File: src/rtl/jtag_types_pkg.sv
// jtag_types_pkg: shared JTAG IR opcodes, capture constants and opcode decode.
package jtag_types_pkg;
  localparam int unsigned IR_WIDTH_DEFAULT = 5;
  localparam logic [1:0] IR_CAPTURE_LSBS = 2'b01;
  typedef enum logic [4:0] {
    EXTEST         = 5'h00,
    IDCODE         = 5'h01,
    SAMPLE_PRELOAD = 5'h02,
    AHB            = 5'h10,
    AHB_READ       = 5'h11,
    BYPASS         = 5'h1F
  } instruction_t;
  function automatic instruction_t decode_opcode(input logic [4:0] op);
    case (op)
      5'h00:   return EXTEST;
      5'h01:   return IDCODE;
      5'h02:   return SAMPLE_PRELOAD;
      5'h10:   return AHB;
      5'h11:   return AHB_READ;
      default: return BYPASS;
    endcase
  endfunction
endpackage

File: src/rtl/jtag_instruction_register_if.sv
// jtag_instruction_register_if: TAP strobes in, IR serial output and decoded instruction out.
// master: TAP controller / output-logic side; slave: the instruction register.
interface jtag_instruction_register_if;
  import jtag_types_pkg::*;
  logic         TDI;
  logic         capture_ir;
  logic         shift_ir;
  logic         update_ir;
  logic         tlr_reset;
  logic         tmp_status;
  logic         instr_out;
  instruction_t instruction;
  logic         ahb;
  logic         ahb_read;
  logic         idcode;
  modport master (
    output TDI, capture_ir, shift_ir, update_ir, tlr_reset, tmp_status,
    input  instr_out, instruction, ahb, ahb_read, idcode
  );
  modport slave (
    input  TDI, capture_ir, shift_ir, update_ir, tlr_reset, tmp_status,
    output instr_out, instruction, ahb, ahb_read, idcode
  );
endinterface

File: src/rtl/jtag_ir_decode.sv
// jtag_ir_decode: combinational latched-opcode decode to instruction and class flags.
// Ports: ir_i latched opcode; instruction_o, ahb_o, ahb_read_o, idcode_o decoded outputs.
module jtag_ir_decode
  import jtag_types_pkg::*;
#(
  parameter int unsigned W = IR_WIDTH_DEFAULT
) (
  input  logic [W-1:0] ir_i,
  output instruction_t instruction_o,
  output logic         ahb_o,
  output logic         ahb_read_o,
  output logic         idcode_o
);
  logic [31:0] op;
  // Opcodes wider than the 5-bit table can never match a known instruction.
  always_comb begin
    op            = 32'(ir_i);
    instruction_o = op > 32'h1F ? BYPASS : decode_opcode(op[4:0]);
    ahb_o         = instruction_o == AHB || instruction_o == AHB_READ;
    ahb_read_o    = instruction_o == AHB_READ;
    idcode_o      = instruction_o == IDCODE;
  end
endmodule

File: src/rtl/jtag_instruction_register.sv
// jtag_instruction_register: JTAG IR capture/shift/update stage with opcode decode.
// Ports: TCK clock, TRST sync active-high reset, bus (slave) carrying TAP strobes,
// TDI/tmp_status in, and instr_out (sr bit 0) plus decoded instruction flags out.
module jtag_instruction_register
  import jtag_types_pkg::*;
#(
  parameter int unsigned IR_WIDTH     = IR_WIDTH_DEFAULT,
  parameter int unsigned CAPTURE_FILL = 0
) (
  input logic                          TCK,
  input logic                          TRST,
  jtag_instruction_register_if.slave   bus
);
  localparam logic [IR_WIDTH-1:0] FILL      = IR_WIDTH'(CAPTURE_FILL << 3);
  localparam logic [IR_WIDTH-1:0] IDCODE_OP = IR_WIDTH'(IDCODE);
  localparam logic [IR_WIDTH-1:0] RESET_CV  = FILL | IR_WIDTH'({1'b0, IR_CAPTURE_LSBS});
  logic [IR_WIDTH-1:0] sr_q, sr_d, ir_q, ir_d, cv;
  // Reset-class inputs dominate, then capture, shift, update; capture and
  // shift leave ir untouched so a half-shifted value can never be latched.
  always_comb begin
    cv   = FILL | IR_WIDTH'({bus.tmp_status, IR_CAPTURE_LSBS});
    sr_d = bus.tlr_reset ? RESET_CV
         : bus.capture_ir ? cv
         : bus.shift_ir ? {bus.TDI, sr_q[IR_WIDTH-1:1]}
         : sr_q;
    ir_d = bus.tlr_reset ? IDCODE_OP
         : (!bus.capture_ir && !bus.shift_ir && bus.update_ir) ? sr_q
         : ir_q;
  end
  always_ff @(posedge TCK) begin
    if (TRST) begin
      sr_q <= RESET_CV;
      ir_q <= IDCODE_OP;
    end else begin
      sr_q <= sr_d;
      ir_q <= ir_d;
    end
  end
  assign bus.instr_out = sr_q[0];
  jtag_ir_decode #(.W(IR_WIDTH)) u_decode (
    .ir_i          (ir_q),
    .instruction_o (bus.instruction),
    .ahb_o         (bus.ahb),
    .ahb_read_o    (bus.ahb_read),
    .idcode_o      (bus.idcode)
  );
endmodule
File: src/flat_wrapper.sv
// flat-port wrapper written by rule: the top's interface ports become plain ports
module jtag_instruction_register_flat import jtag_types_pkg::*;
#(
  parameter int unsigned IR_WIDTH     = IR_WIDTH_DEFAULT,
  parameter int unsigned CAPTURE_FILL = 0
)
  (TCK, TRST, bus_TDI, bus_capture_ir, bus_shift_ir, bus_update_ir, bus_tlr_reset, bus_tmp_status, bus_instr_out, bus_instruction, bus_ahb, bus_ahb_read, bus_idcode);
  jtag_instruction_register_if bus_i ();
  input logic TCK;
  input logic TRST;
  input wire logic [$bits(bus_i.TDI)-1:0] bus_TDI;
  input wire logic [$bits(bus_i.capture_ir)-1:0] bus_capture_ir;
  input wire logic [$bits(bus_i.shift_ir)-1:0] bus_shift_ir;
  input wire logic [$bits(bus_i.update_ir)-1:0] bus_update_ir;
  input wire logic [$bits(bus_i.tlr_reset)-1:0] bus_tlr_reset;
  input wire logic [$bits(bus_i.tmp_status)-1:0] bus_tmp_status;
  output wire logic [$bits(bus_i.instr_out)-1:0] bus_instr_out;
  output wire logic [$bits(bus_i.instruction)-1:0] bus_instruction;
  output wire logic [$bits(bus_i.ahb)-1:0] bus_ahb;
  output wire logic [$bits(bus_i.ahb_read)-1:0] bus_ahb_read;
  output wire logic [$bits(bus_i.idcode)-1:0] bus_idcode;
  assign bus_i.TDI = bus_TDI;
  assign bus_i.capture_ir = bus_capture_ir;
  assign bus_i.shift_ir = bus_shift_ir;
  assign bus_i.update_ir = bus_update_ir;
  assign bus_i.tlr_reset = bus_tlr_reset;
  assign bus_i.tmp_status = bus_tmp_status;
  assign bus_instr_out = bus_i.instr_out;
  assign bus_instruction = bus_i.instruction;
  assign bus_ahb = bus_i.ahb;
  assign bus_ahb_read = bus_i.ahb_read;
  assign bus_idcode = bus_i.idcode;
  jtag_instruction_register #(.IR_WIDTH(IR_WIDTH), .CAPTURE_FILL(CAPTURE_FILL)) u_core (.TCK(TCK), .TRST(TRST), .bus(bus_i));
endmodule
File: config.mk
export PLATFORM = sky130hd
export DESIGN_NAME = jtag_instruction_register_flat
export DESIGN_NICKNAME = d
export VERILOG_FILES = /design/src/rtl/jtag_types_pkg.sv /design/src/rtl/jtag_instruction_register_if.sv /design/src/rtl/jtag_ir_decode.sv /design/src/rtl/jtag_instruction_register.sv /design/src/flat_wrapper.sv
export SDC_FILE = /design/constraint.sdc
export NUM_CORES = 1
export LEC_CHECK = 0
export ABC_AREA = 0
export CAP_MARGIN = 10
export CELL_PAD_IN_SITES_DETAIL_PLACEMENT = 1
export CELL_PAD_IN_SITES_GLOBAL_PLACEMENT = 1
export CORE_MARGIN = 2
export CORE_UTILIZATION = 36
export CTS_CLUSTER_DIAMETER = 80
export DETAILED_ROUTE_END_ITERATION = 8
export MAX_ROUTING_LAYER = met4
export PLACE_DENSITY_LB_ADDON = 0.1
export SYNTH_ARGS = -nofsm -noshare
export SYNTH_HDL_FRONTEND = slang
export SYNTH_HIERARCHICAL = 1
export SYNTH_SLANG_ARGS = --single-unit
File: constraint.sdc
create_clock -name TCK -period 2.5 [get_ports TCK]
set_clock_uncertainty 0.05 [all_clocks]
set_input_delay 0.5 -clock TCK [delete_from_list [all_inputs] [get_ports TCK]]
set_output_delay 0.5 -clock TCK [all_outputs]
set_load 0.01 [all_outputs]
Word-level counts from Yosys, hierarchy flattened
Cells that the tools add are included.
{"block": "op_classes", "add_sub_neg": 0, "mul": 0, "n_div": 0, "magnitude_cmp": 0, "n_eq_ne": 7, "shift": 0, "mux": 3, "n_bitwise": 0, "reduce_logical": 9}
{"cell": "case mux 5 bit (5 select lines)", "count": 1}
{"cell": "== test 5 bit (second input constant)", "count": 4}
{"cell": "== test 5 x 1 -> 1 bit (second input constant)", "count": 2}
{"cell": "two-way mux 3 bit", "count": 2}
{"cell": "== test 5 x 2 -> 1 bit (second input constant)", "count": 1}
{"cell": "logical NOT 5 bit", "count": 1}
{"cell": "OR reduction 3 bit", "count": 1}
{"cell": "logical AND 1 bit", "count": 2}
{"cell": "logical NOT 1 bit", "count": 2}
{"cell": "nonzero test 2 bit", "count": 1}
{"cell": "OR reduction 2 bit", "count": 1}
{"cell": "logical OR 1 bit", "count": 1}
{"block": "totals", "ff_bits": 10, "latch_bits": 0, "ram_bits": 0, "mem_bits_ro": 0, "inputBits": 8, "out_inout_bits": 9, "n_memories": 0}

Depth between registers and ports, before layout
{"block": "logic_depth", "word_depth": 4, "ltp_mapped": 3}

Cells and area by module
Netlist, hierarchy kept.
{"module": "jtag_instruction_register", "n_inst": 1, "cells_each": 42, "area_each_um2": 467.9, "seq_area_each_um2": 200.2}
{"module": "jtag_ir_decode", "n_inst": 1, "cells_each": 10, "area_each_um2": 87.6, "seq_area_each_um2": 0.0}

Worst setup path before layout
No wires, ideal clock.
{"block": "synth_path", "path_type": "register -> output", "startpoint": "register u_core.ir_q[1]", "endpoint": "output port bus_ahb_read", "t_arrival_ps": 968, "required_ps": 1950, "path_slack_ps": 982, "stages_incl_launch_ff": 3, "cell_sequence": "dfxtp_1 > nor4b_2 > and2_1"}
{"block": "synth_between", "elab_chain_len": 3, "elab_cells_between_ends": 7}
{"element": "start, declared", "line": "jtag_instruction_register.sv:17", "rtl": "logic [IR_WIDTH-1:0] sr_q, sr_d, ir_q, ir_d, cv;"}
{"element": "start signal, assigned", "line": "jtag_instruction_register.sv:36", "rtl": "ir_q <= ir_d;"}
{"element": "== test 5 bit (tied with other cells)", "line": "jtag_types_pkg.sv:14", "rtl": "case (op)"}
{"element": "case mux 5 bit (5 select lines) (*)", "line": "jtag_types_pkg.sv:14"}
{"element": "== test 5 bit (*)", "line": "jtag_ir_decode.sv:20", "rtl": "ahb_read_o = instruction_o == AHB_READ;"}
{"element": "end, declared", "line": "flat_wrapper.sv:20", "rtl": "output wire logic [$bits(bus_i.ahb_read)-1:0] bus_ahb_read;"}
Mark *: on every way between the ends. The rest lies on a longest branch, timed or not.

Worst setup path in the final report
Ends and elaborated chain as after synthesis.

==> flow_metrics.env <==
export IMPL_dpl_cell_count=82
export IMPL_period_needed_ns=2.20
export IMPL_drt_iter0_drc=3
export IMPL_syn_area_per_cell_sq_um=10.7
export IMPL_antenna_found_initial=0
export IMPL_detail_route_antenna_nets=0
export IMPL_syn_nets=60
export IMPL_rsz0062_at_grt="false"
export IMPL_internal_power_w=0.000238
export IMPL_worstSetupPathType="flip-flop to output port"
export IMPL_cts_resized_gates=0
export IMPL_min_path_type="flip-flop to flip-flop"
export IMPL_clockRootBuffer="clkbuf_4"
export IMPL_drive_above_1_share=0.217
export IMPL_via_per_inst=5.24
export IMPL_switchingPower_w=0.0000682
export IMPL_p_clk_frac=0.346
export IMPL_grt_usage=0.155
export IMPL_max_freq_mhz=454
export IMPL_vias=445
export IMPL_cts_made_buffers=3
export IMPL_cp_max_fo=7
export IMPL_postRouteWirelength_microns=1200
export IMPL_worst_ep_required_time_ns=1.95
export IMPL_syn2layout_area_growth_pct=34.0
export IMPL_maxCapViolations=0
export IMPL_dp_hpwl_microns=961
export IMPL_post_route_period_util=0.881
export IMPL_path_clk_slew_ns=0.06
export IMPL_grt_pass1_vias=434
export IMPL_place_congestion=0.753
export IMPL_h_tree_depth=1
export IMPL_power_leakage_nw=0.287
export IMPL_p_seq_frac=0.531
export IMPL_drt_pass1_iter_count=3
export IMPL_cp_slowest_cell="clkdlybuf4s50_1"
export IMPL_postCtsSetupBuffers=0
export IMPL_irDropWorstVdd_v=0.000229
export IMPL_n_antenna_cell=0
export IMPL_start_util=0.378
export IMPL_swShare=0.223
export IMPL_grt_pass1_wl_microns=1970
export IMPL_grt_overflow=0
export IMPL_io_pins=17
export IMPL_dieWidth_microns=43.3
export IMPL_power_density_mw_per_mm2=411
export IMPL_die_h_microns=43.3
export IMPL_crit_path_end_kind="output port"
export IMPL_synth_area_sq_um=556
export IMPL_setup_tns_ns=0
export IMPL_ys_ff_latch=10
export IMPL_power_w=0.000306
export IMPL_drc=0
export IMPL_arrival_ns=1.65
export IMPL_drv_slew=0
export IMPL_fin_cells=85
export IMPL_setup_worst_path_start_class="flip-flop"
export IMPL_hold_buffers=0
export IMPL_setup_viol=0
export IMPL_hold_violations=0
export IMPL_rows=14
export IMPL_hold_ws_ns=0.459
export IMPL_nets=79
export IMPL_cp_cell_sequence="nor4b_2 > and2_1 > clkdlybuf4s50_1"
export IMPL_die_area_sq_mm=0.00187
export IMPL_power_frac_comb=0.123
export IMPL_grt_start_max_net_pins=12
export IMPL_worstMarginPinSlew_ns=0.407
export IMPL_relSlewSlack=0.728
export IMPL_cts_max_path_buffers=2
export IMPL_wire_per_inst_microns=14.2
export IMPL_max_stage_delay_ns=0.52
export IMPL_ys_warnings_count=6
export IMPL_clkLatencyLatePin_ns=0.26
export IMPL_tritoncts="built"
export IMPL_yosysUniqueCellTypes=21
export IMPL_cts_sinks=10
export IMPL_coreArea_sq_mm=0.00147
export IMPL_outcome="finished, final reports clean"
export IMPL_io_buffers=16
export IMPL_synth_cells=52
export IMPL_ys_seq_area_frac=0.360
## Yosys cell counts
cell type / count / area (sq um)
nor2b_1: 2 / 12.5
buf_2: 2 / 10.0
inv_1: 1 / 3.75
nor3_1: 2 / 10.0
mux2_2: 4 / 45.0
o21ai_0: 1 / 5.00
a2111oi_2: 1 / 15.0
nor3b_4: 1 / 18.8
or3_1: 1 / 6.26
nand2b_1: 1 / 6.26
a211o_1: 3 / 26.3
and2_1: 1 / 6.26
or2_4: 1 / 8.76
buf_4: 1 / 7.51
nor3b_1: 8 / 60.1
buf_6: 1 / 11.3
or3_4: 1 / 11.3
nor2_1: 3 / 11.3
nor4b_2: 2 / 30.0
mux2i_1: 5 / 50.1
dfxtp_1: 10 / 200
## final cells by class
type | count | area (sq um)
sequential | 10 | 200
multi-input combinational | 37 | 323
clock buffer | 3 | 22.5
timing repair buffer | 18 | 175
tap | 16 | 20.0
fill | 173 | 727
inverter | 1 | 3.75
## stage by stage
stage                     utilization  instance area, sq um  setup slack, ns
after detailed placement        0.491                   722            0.412
after CTS                       0.506                   744            0.271
after global placement          0.491                   722            0.466
final                           0.506                   744            0.297
after global routing            0.506                   744            0.183
after floorplan                     -                   556            0.982
## cells by family after synthesis
| logic type | share of synthesized area |
|---|---|
| and+or+nand+nor | 0.327 |
| DFF | 0.360 |
| muxes | 0.171 |
| AOI/OAI and AO/OA | 0.0833 |
| buffers and inverters | 0.0586 |
## worst max-delay path, delay by kind of cell, from the launching register on
family | cells | cell delay (ns)
buffers and inverters | 1 | 0.52
AND/OR/NAND/NOR | 2 | 0.49
flip-flops | 1 | 0.38
## layer usage
| layer | vias up | GRT usage | wire [microns] |
|---|---|---|---|
| li1 | 223 | - | - |
| met1 | 208 | 0.178 | 564 |
| met2 | 12 | 0.233 | 567 |
| met3 | 2 | 0.0766 | 61 |
| met4 | 0 | 0.0545 | 11 |
| met5 | - | - | 0 |
## sequential cells by signal, indices dropped and copies added, names as in the netlist
register and count:
u_core/sr_q 5, u_core/ir_q 5
## placed cells by master (no fill, tap or decap), types with 2 or more instances in the layout
master	instances
clkdlybuf4s50_1	16
nor2_1	3
nor2b_1	2
a211o_1	3
mux2_2	4
mux2i_1	5
clkbuf_4	3
nor4b_2	2
buf_4	2
nor3_1	2
dfxtp_1	10
nor3b_1	8
## power by group through the flow
stage / clock network (W) / registers (W) / logic, W
3_5_place_dp: 0 / 0.000166 / 0.0000380
2_1_floorplan: 0 / 0.000166 / 0.0000200
6_report: 0.000106 / 0.000162 / 0.0000376
3_3_place_gp: 0 / 0.000166 / 0.0000371
5_1_grt: 0.000124 / 0.000162 / 0.0000404
4_1_cts: 0.000114 / 0.000162 / 0.0000381
## path summary, 6_finish.rpt
check                      start        endpoint  slack [ns]  cells after the start
setup reg to reg  u_core/ir_q[1]  u_core/ir_q[1]        1.54                      2
setup / recovery  u_core/ir_q[1]    bus_ahb_read        0.30                      3
hold / removal    u_core/sr_q[1]  u_core/sr_q[0]        0.46                      1
hold reg to reg   u_core/sr_q[1]  u_core/sr_q[0]        0.46                      1
Power figures use the tool's default switching activity.
